File: src/rtl/i3c_bus_io_ctrl.sv
// I3C bus-side pad controller: registered SCL/SDA drive with per-lane OD/PP,
// synchronised and spike-filtered inputs, SCL edges, arbitration and contention.
module i3c_bus_io_ctrl #(
  parameter int NumSdaLanes     = 1,
  parameter int SyncStages      = 2,
  parameter int FilterCycles    = 3,
  parameter int ContentionDelay = 4
) (
  input  logic                   clk_i,
  input  logic                   rst_i,
  input  logic                   ctrl_mode_i,
  input  logic                   filter_en_i,
  input  logic                   arb_en_i,
  input  logic                   err_clr_i,
  input  logic                   scl_drv_i,
  input  logic                   scl_pp_i,
  input  logic [NumSdaLanes-1:0] sda_drv_i,
  input  logic [NumSdaLanes-1:0] sel_od_pp_i,
  input  logic                   scl_i,
  input  logic [NumSdaLanes-1:0] sda_i,
  output logic                   scl_o,
  output logic                   scl_oe_o,
  output logic [NumSdaLanes-1:0] sda_o,
  output logic [NumSdaLanes-1:0] sda_oe_o,
  output logic                   scl_filt_o,
  output logic [NumSdaLanes-1:0] sda_filt_o,
  output logic                   scl_rise_o,
  output logic                   scl_fall_o,
  output logic [NumSdaLanes-1:0] arb_lost_o,
  output logic [NumSdaLanes-1:0] contention_o
);

  localparam int NumSig = NumSdaLanes + 1;
  localparam int FcW    = $clog2(FilterCycles + 1);
  localparam int CdW    = $clog2(ContentionDelay + 1);
  localparam logic [FcW-1:0] FcLast = FcW'(FilterCycles - 1);
  localparam logic [CdW-1:0] CdMax  = CdW'(ContentionDelay);

  logic                   ctrl_mode_q, ctrl_mode_d;
  logic                   scl_drv_q, scl_drv_d;
  logic                   scl_pp_q, scl_pp_d;
  logic [NumSdaLanes-1:0] sda_drv_q, sda_drv_d;
  logic [NumSdaLanes-1:0] sel_q, sel_d;

  logic [NumSig-1:0][SyncStages-1:0] sync_q, sync_d;
  logic [NumSig-1:0]                 filt_q, filt_d;
  logic [NumSig-1:0][FcW-1:0]        cnt_q, cnt_d;
  logic                              scl_dly_q, scl_dly_d;

  logic [NumSdaLanes-1:0][CdW-1:0] ccnt_q, ccnt_d;
  logic [NumSdaLanes-1:0]          cont_q, cont_d;

  logic [NumSig-1:0] raw;
  logic [NumSig-1:0] sync_val;

  assign raw = {sda_i, scl_i};

  always_comb begin
    ctrl_mode_d = ctrl_mode_i;
    scl_drv_d   = scl_drv_i;
    scl_pp_d    = scl_pp_i;
    sda_drv_d   = sda_drv_i;
    sel_d       = sel_od_pp_i;
  end

  // Index 0 is SCL, indices 1..NumSdaLanes are the SDA lanes.
  always_comb begin
    sync_d    = sync_q;
    filt_d    = filt_q;
    cnt_d     = cnt_q;
    sync_val  = '0;
    scl_dly_d = filt_q[0];
    for (int i = 0; i < NumSig; i++) begin
      sync_d[i]   = {sync_q[i][SyncStages-2:0], raw[i]};
      sync_val[i] = sync_q[i][SyncStages-1];
      if (!filter_en_i) begin
        filt_d[i] = sync_val[i];
        cnt_d[i]  = '0;
      end else if (sync_val[i] == filt_q[i]) begin
        cnt_d[i] = '0;
      end else if (cnt_q[i] == FcLast) begin
        filt_d[i] = sync_val[i];
        cnt_d[i]  = '0;
      end else begin
        cnt_d[i] = cnt_q[i] + 1'b1;
      end
    end
  end

  // A PP lane is only judged after its drive value has settled on the pad.
  always_comb begin
    ccnt_d = ccnt_q;
    cont_d = cont_q;
    for (int k = 0; k < NumSdaLanes; k++) begin
      if (!sel_q[k] || (sda_drv_d[k] != sda_drv_q[k]) ||
          (sel_d[k] != sel_q[k])) begin
        ccnt_d[k] = '0;
      end else if (ccnt_q[k] != CdMax) begin
        ccnt_d[k] = ccnt_q[k] + 1'b1;
      end
      if (err_clr_i) begin
        cont_d[k] = 1'b0;
      end
      if ((ccnt_q[k] == CdMax) &&
          (sda_filt_o[k] != sda_drv_q[k])) begin
        cont_d[k] = 1'b1;
      end
    end
  end

  always_ff @(posedge clk_i) begin
    if (rst_i) begin
      ctrl_mode_q <= 1'b0;
      scl_drv_q   <= 1'b1;
      scl_pp_q    <= 1'b0;
      sda_drv_q   <= '1;
      sel_q       <= '0;
      sync_q      <= '1;
      filt_q      <= '1;
      cnt_q       <= '0;
      scl_dly_q   <= 1'b1;
      ccnt_q      <= '0;
      cont_q      <= '0;
    end else begin
      ctrl_mode_q <= ctrl_mode_d;
      scl_drv_q   <= scl_drv_d;
      scl_pp_q    <= scl_pp_d;
      sda_drv_q   <= sda_drv_d;
      sel_q       <= sel_d;
      sync_q      <= sync_d;
      filt_q      <= filt_d;
      cnt_q       <= cnt_d;
      scl_dly_q   <= scl_dly_d;
      ccnt_q      <= ccnt_d;
      cont_q      <= cont_d;
    end
  end

  assign scl_o        = scl_drv_q;
  assign scl_oe_o     = ctrl_mode_q & (scl_pp_q | ~scl_drv_q);
  assign sda_o        = sda_drv_q;
  assign sda_oe_o     = sel_q | ~sda_drv_q;
  assign scl_filt_o   = filt_q[0];
  assign sda_filt_o   = filt_q[NumSig-1:1];
  assign scl_rise_o   = filt_q[0] & ~scl_dly_q;
  assign scl_fall_o   = ~filt_q[0] & scl_dly_q;
  assign arb_lost_o   = {NumSdaLanes{arb_en_i & scl_rise_o}} &
                        ~sel_q & sda_drv_q & ~sda_filt_o;
  assign contention_o = cont_q;

endmodule
File: config.mk
export PLATFORM = sky130hd
export DESIGN_NAME = i3c_bus_io_ctrl
export DESIGN_NICKNAME = d
export VERILOG_FILES = /design/src/rtl/i3c_bus_io_ctrl.sv
export SDC_FILE = /design/constraint.sdc
export NUM_CORES = 1
export LEC_CHECK = 0
export CORE_MARGIN = 10
export CORE_UTILIZATION = 41
export CTS_BUF_LIST = sky130_fd_sc_hd__clkbuf_8 sky130_fd_sc_hd__clkbuf_16
export CTS_CLUSTER_DIAMETER = 50
export DETAILED_ROUTE_END_ITERATION = 12
export GPL_ROUTABILITY_DRIVEN = 0
export PLACE_DENSITY = 0.7
export SLEW_MARGIN = 20
export SYNTH_ARGS = -nofsm -noshare
export SYNTH_HDL_FRONTEND = slang
export SYNTH_SLANG_ARGS = --single-unit
export TNS_END_PERCENT = 30
File: constraint.sdc
create_clock -name clk_i -period 2.9 [get_ports clk_i]
set_input_delay 0.58 -clock clk_i [delete_from_list [all_inputs] [get_ports clk_i]]
set_output_delay 0.58 -clock clk_i [all_outputs]
set_load 0.02 [all_outputs]
==> impl_metrics.py, run 1 <==
metrics = {
    "grt": {
        "antenna_found_initial": 0,
        "grt_pass1_wl_mm": 2.62,
        "grt_max_degree": 17,
        "grt_pass1_vias": 604,
        "overflow": 0,
        "grtUsageTotal_pct": 8.05,
    },
    "cts": {
        "cts-root-buf": "clkbuf_8",
        "clk_latency_ns": 0.26,
        "ctsHtreeMaxLevel": 1,
        "cts.hold.buffers_added": 0,
        "cts_setup_buffers": 0,
        "cts.sinks": 20,
        "cts_tree": "built",
        "clockBufferDepth": 2,
        "cts_resized": 0,
        "cts_made_buffers": 3,
        "path_clk_slew_ns": 0.08,
    },
    "sta": {
        "rsz0062_at_grt": "no",
        "setup_viol": 0,
        "relSlewSlack_pct": 69.0,
        "fmax_mhz": 411,
        "post-route-min-period_ns": 2.43,
        "drv_slew": 0,
        "fin_setup_tns_ns": 0,
        "fin_worst_skew_ns": 0.00499,
        "finalCritPeriodShare_pct": 83.9,
        "tightest_slew_ns": 0.464,
        "hold_violations": 0,
    },
    "drt": {
        "drc": 0,
        "wl_mm": 1.45,
        "drt_iter0_drc": 3,
        "wl_per_cell_um": 11.9,
        "ant_nets": 0,
        "drt-vias-per-instance": 4.63,
        "drt_pass1_iterations": 3,
        "vias": 565,
    },
    "worst_hold_path": {
        "holdCritPathClass": "reg2reg",
        "whs_endpoint": "sync_q[1]$_SDFF_PP1_",
        "hp-start": "sync_d[1]$_SDFF_PP1_",
        "whs_path_depth": 1,
    },
    "floorplan": {
        "die_w_um": 63.8,
        "initial_utilization_pct": 44.5,
        "rows": 15,
        "ioPinCount": 22,
        "core_area_um2": 1760,
        "dieArea_um2": 4070,
        "die_y_um": 63.8,
    },
    "finish": {
        "area_growth_syn_to_layout_pct": 39.3,
        "layout_common_cells": "clkdlybuf4s50_1, dfxtp_1, or2_2, inv_1",
        "final_common_cell": "clkdlybuf4s50_1",
        "final_nets": 114,
        "fill_cells": 164,
        "antenna_cells": 0,
        "drive_gt1_share_pct": 15.5,
    },
    "logic_synthesis": {
        "yosys_warnings": 0,
        "postSynthNetCount": 89,
        "async_reset_ff_share_pct": 0,
        "syn-mean-instance-area_um2": 10.8,
        "synthFlopType": "dfxtp_1",
        "postSynthCellCount": 73,
        "yosysUniqueCellTypes": 26,
        "ys_ff_latch": 20,
        "synth-seq-area-share_pct": 51.0,
        "synth_area_um2": 786,
        "synth_edf_count": 0,
    },
    "power_and_ir_drop": {
        "switching_share_pct": 19.7,
        "pwr-share-seq_pct": 46.2,
        "power.total_mw": 0.629,
        "p_sw_mw": 0.124,
        "clock_power_share_pct": 44.0,
        "intPower_mw": 0.505,
        "power_density_nw_per_um2": 575,
        "p_leak_nw": 0.426,
        "ir_drop_mv": 0.346,
        "comb_power_share_pct": 9.8,
    },
    "worst_setup_path": {
        "crit_path_top_delay_cell": "clkdlybuf4s50_1",
        "reg2reg_depth": 4,
        "worstSetupPathType": "in2out",
        "required_ns": 2.32,
        "critPathLaunchType": "input port",
        "cp_cell_sequence": "clkdlybuf4s50_1, and4bb_2, clkdlybuf4s50_1",
        "path_common_cell": "clkdlybuf4s50_1",
        "rr_endpoint": "ccnt_q[1]$_SDFFE_PP0P_",
        "critical-path-top-delay-family": "buffers and inverters",
        "crit_fanout": 1,
        "r2r_start": "ccnt_q[0]$_SDFFE_PP0P_",
        "max_stage_delay_ns": 0.61,
        "cp.arrival_ns": 1.85,
        "path_buf_inv": 2,
        "ff2ff_setup_slack_ns": 1.67,
        "endpoint_kind": "output port",
    },
    "placed_design": {
        "port_buffers": 21,
        "hpwl_mm": 1.15,
    },
    "status": {
        "outcome": "finished clean",
    },
    "run": {
        "maxCapViolCount": 0,
    },
}
==> area by class of cell <==
cell class | count | area, um^2 | share of cell area [%]
Sequential cell | 20 | 400 | 36.6
Multi-Input combinational cell | 47 | 363 | 33.1
Timing Repair Buffer | 21 | 210 | 19.2
Clock buffer | 3 | 41.3 | 3.77
Tap cell | 25 | 31.3 | 2.86
Clock inverter | 1 | 30.0 | 2.74
Inverter | 5 | 18.8 | 1.71
==> synthesized netlist by cell type (2+ instances only) <==
library cell  count  area [um^2]
nor2b_1           4         25.0
dfxtp_1          20          400
xnor2_1           3         26.3
nor4_1            4         25.0
nand2b_1          4         25.0
a211oi_1          2         15.0
or2_2             7         43.8
and3b_1           2         17.5
a211o_1           2         17.5
nand3_1           2         10.0
inv_1             5         18.8
ha_1              4         50.1
==> logic make-up after synthesis <==
family / Yosys count / share of synthesized area [%]
AOI/OAI and AO/OA: 8 / 8.28
buffers and inverters: 6 / 2.87
xor gates and xnor gates: 4 / 4.46
adders and majority gates: 4 / 6.37
DFF: 20 / 51.0
and+or+nand+nor: 31 / 27.1
==> sequential cells by signal (all words and copies together), names as in the netlist <==
signal	flops
cnt_q	4
ccnt_q	3
filt_q	2
sync_d	2
sync_q	2
contention_o	1
ctrl_mode_q	1
scl_dly_q	1
scl_o	1
scl_pp_q	1
sda_o	1
sel_q	1
==> routing by layer <==
| layer | vias up | wire length, um | GRT usage, % |
|---|---|---|---|
| li1 | 296 | - | - |
| met1 | 252 | 680 | 8.76 |
| met2 | 15 | 621 | 11.6 |
| met3 | 2 | 139 | 5.05 |
| met4 | 0 | 14 | 4.92 |
| met5 | - | 0 | 0 |
==> per-stage QoR <==
step	area, um^2	instances	utilization [%]	setup slack [ns]	hold WS, ns
after detailed placement	1020	118	58.0	0.459	0.393
after global routing	1090	122	62.1	0.405	0.434
final	1090	122	62.1	0.467	0.412
after floorplan	786	73	-	1.21	0.389
after global placement	1020	118	58.0	0.461	0.393
after CTS	1090	122	62.1	0.460	0.412
==> power groups by stage <==
stage | sequential (mW) | clock [mW] | combinational (mW)
global route | 0.292 | 0.296 | 0.0680
finish | 0.291 | 0.277 | 0.0618
detailed placement | 0.298 | 0 | 0.0628
global placement | 0.297 | 0 | 0.0619
floorplan | 0.300 | 0 | 0.0268
CTS | 0.291 | 0.282 | 0.0630
==> worst max-delay path by stage <==
stage,slack [ns],to,depth (start not counted),start
3_5_place_dp,0.46,arb_lost_o,3,arb_en_i
2_1_floorplan,1.21,arb_lost_o,2,sda_o$_SDFF_PP1_
3_3_place_gp,0.46,arb_lost_o,3,arb_en_i
4_1_cts,0.46,arb_lost_o,3,arb_en_i
6_report,0.47,arb_lost_o,3,arb_en_i
5_1_grt,0.41,arb_lost_o,3,arb_en_i
(Power assumes the default switching activity.)
==> run 2, diff against run 1 <==
clock period = 2.4 ns   (was 2.9 ns; I/O delays follow)
==> impl_metrics.py, run 2 (synthesized netlist as in run 1, its figures left out) <==
metrics = {
    "status": {
        "outcome": "finished clean",
    },
    "placed_design": {
        "post-place-cells": 118,
        "hpwl_mm": 1.16,
        "placed_area_um2": 1020,
        "port_buffers": 21,
    },
    "worst_setup_path": {
        "endpoint_kind": "output port",
        "ff2ff_setup_slack_ns": 1.20,
        "worstSetupPathType": "in2out",
        "required_ns": 1.92,
        "crit_fanout": 1,
        "r2r_start": "ccnt_q[0]$_SDFFE_PP0P_",
        "critPathLaunchType": "input port",
        "rr_endpoint": "ccnt_q[1]$_SDFFE_PP0P_",
        "cp.arrival_ns": 1.76,
        "reg2reg_depth": 4,
    },
    "worst_hold_path": {
        "whs_path_depth": 1,
        "hp-start": "sync_d[1]$_SDFF_PP1_",
        "whs_endpoint": "sync_q[1]$_SDFF_PP1_",
        "holdCritPathClass": "reg2reg",
    },
    "cts": {
        "cts_made_buffers": 3,
        "cts_tree": "built",
        "path_clk_slew_ns": 0.08,
        "clockBufferDepth": 2,
        "cts-root-buf": "clkbuf_8",
        "cts.sinks": 20,
        "ctsHtreeMaxLevel": 1,
        "cts_resized": 0,
        "cts_setup_buffers": 0,
        "clk_latency_ns": 0.26,
        "cts.hold.buffers_added": 0,
    },
    "power_and_ir_drop": {
        "pwr-share-seq_pct": 46.3,
        "power_density_nw_per_um2": 692,
        "p_sw_mw": 0.147,
        "intPower_mw": 0.611,
        "p_leak_nw": 0.426,
        "clock_power_share_pct": 43.8,
        "switching_share_pct": 19.4,
        "comb_power_share_pct": 9.8,
        "ir_drop_mv": 0.447,
    },
    "drt": {
        "met1_length_um": 642,
        "wl_mm": 1.46,
        "drc": 0,
        "drt_iter0_drc": 6,
        "wl_met3_um": 132,
        "wl_per_cell_um": 12.0,
        "route.met2.wl_um": 671,
        "drt_pass1_iterations": 4,
        "drt-vias-per-instance": 4.70,
        "vias": 574,
        "highest_layer": "met4",
        "ant_nets": 0,
    },
    "sta": {
        "setup_viol": 0,
        "finalCritPeriodShare_pct": 93.5,
        "hold_violations": 0,
        "tightest_slew_ns": 0.429,
        "fin_worst_skew_ns": 0.00597,
        "fin_setup_tns_ns": 0,
        "fmax_mhz": 446,
        "whs_ns": 0.411,
        "rsz0062_at_grt": "no",
        "relSlewSlack_pct": 71.3,
        "post-route-min-period_ns": 2.24,
        "drv_slew": 0,
    },
    "floorplan": {
        "core_area_um2": 1760,
        "die_y_um": 63.8,
        "dieArea_um2": 4070,
        "die_w_um": 63.8,
        "rows": 15,
        "initial_utilization_pct": 44.5,
        "ioPinCount": 22,
    },
    "finish": {
        "antenna_cells": 0,
        "postLayoutCellArea_um2": 1090,
        "instances_no_fill": 122,
        "layout_common_cells": "clkdlybuf4s50_1, dfxtp_1, or2_2, inv_1",
        "largest_reg_flops": 4,
        "area_growth_syn_to_layout_pct": 39.3,
        "final_nets": 114,
        "drive_gt1_share_pct": 15.5,
        "top_register": "cnt_q",
        "reg.largest.list": "cnt_q: 4 flops, ccnt_q: 3 flops",
        "final_common_cell": "clkdlybuf4s50_1",
    },
    "grt": {
        "grt_pass1_vias": 606,
        "grt_pass1_wl_mm": 2.67,
        "grt_max_degree": 17,
        "antenna_found_initial": 0,
        "overflow": 0,
        "grtUsageTotal_pct": 8.01,
    },
    "run": {
        "maxCapViolCount": 0,
    },
}
[run 2: cell counts in the layout (fill, tap and decap cells not counted)]
Identical to the previous run, type by type.
[run 2: stage by stage]
| stage | total power [mW] | util [%] | worst slack [ns] |
|---|---|---|---|
| 6_report | 0.758 | 62.1 | 0.157 |
| 5_1_grt | 0.791 | 62.1 | 0.107 |
| 4_1_cts | 0.768 | 62.1 | 0.141 |
| 3_5_place_dp | 0.435 | 58.0 | 0.159 |
| 3_3_place_gp | 0.434 | 58.0 | 0.161 |
| 2_1_floorplan | 0.395 | - | 0.810 |
[run 2: area by class of cell]
type	instances	area, um^2
Multi-Input combinational cell	47	363
Clock buffer	3	41.3
Inverter	5	18.8
Tap cell	25	31.3
Clock inverter	1	30.0
Sequential cell	20	400
Timing Repair Buffer	21	210
Fill cell	169	669
[run 2: worst max path at each step]
stage | to | cells after the start | from
2_1_floorplan | arb_lost_o | 2 | sda_o$_SDFF_PP1_
5_1_grt | arb_lost_o | 3 | arb_en_i
6_report | arb_lost_o | 3 | arb_en_i
4_1_cts | arb_lost_o | 3 | arb_en_i
3_5_place_dp | arb_lost_o | 3 | arb_en_i
3_3_place_gp | arb_lost_o | 3 | arb_en_i
[run 2: per-layer routing]
layer / track usage (%) / vias to the layer above
li1: - / 296
met1: 8.86 / 261
met2: 12.3 / 15
met3: 4.70 / 2
met4: 3.28 / 0
met5: 0 / -
[run 2: power groups by stage]
| stage | sequential (mW) | combinational [mW] | clock, mW |
|---|---|---|---|
| after CTS | 0.351 | 0.0764 | 0.340 |
| after global routing | 0.353 | 0.0824 | 0.356 |
| after global placement | 0.359 | 0.0748 | 0 |
| after floorplan | 0.362 | 0.0323 | 0 |
| final | 0.351 | 0.0746 | 0.332 |
| after detailed placement | 0.359 | 0.0759 | 0 |
[run 2: worst max-delay path: stages]
cell and delay [ns]:
clkdlybuf4s50_1 0.45, and4bb_2 0.22, clkdlybuf4s50_1 0.61
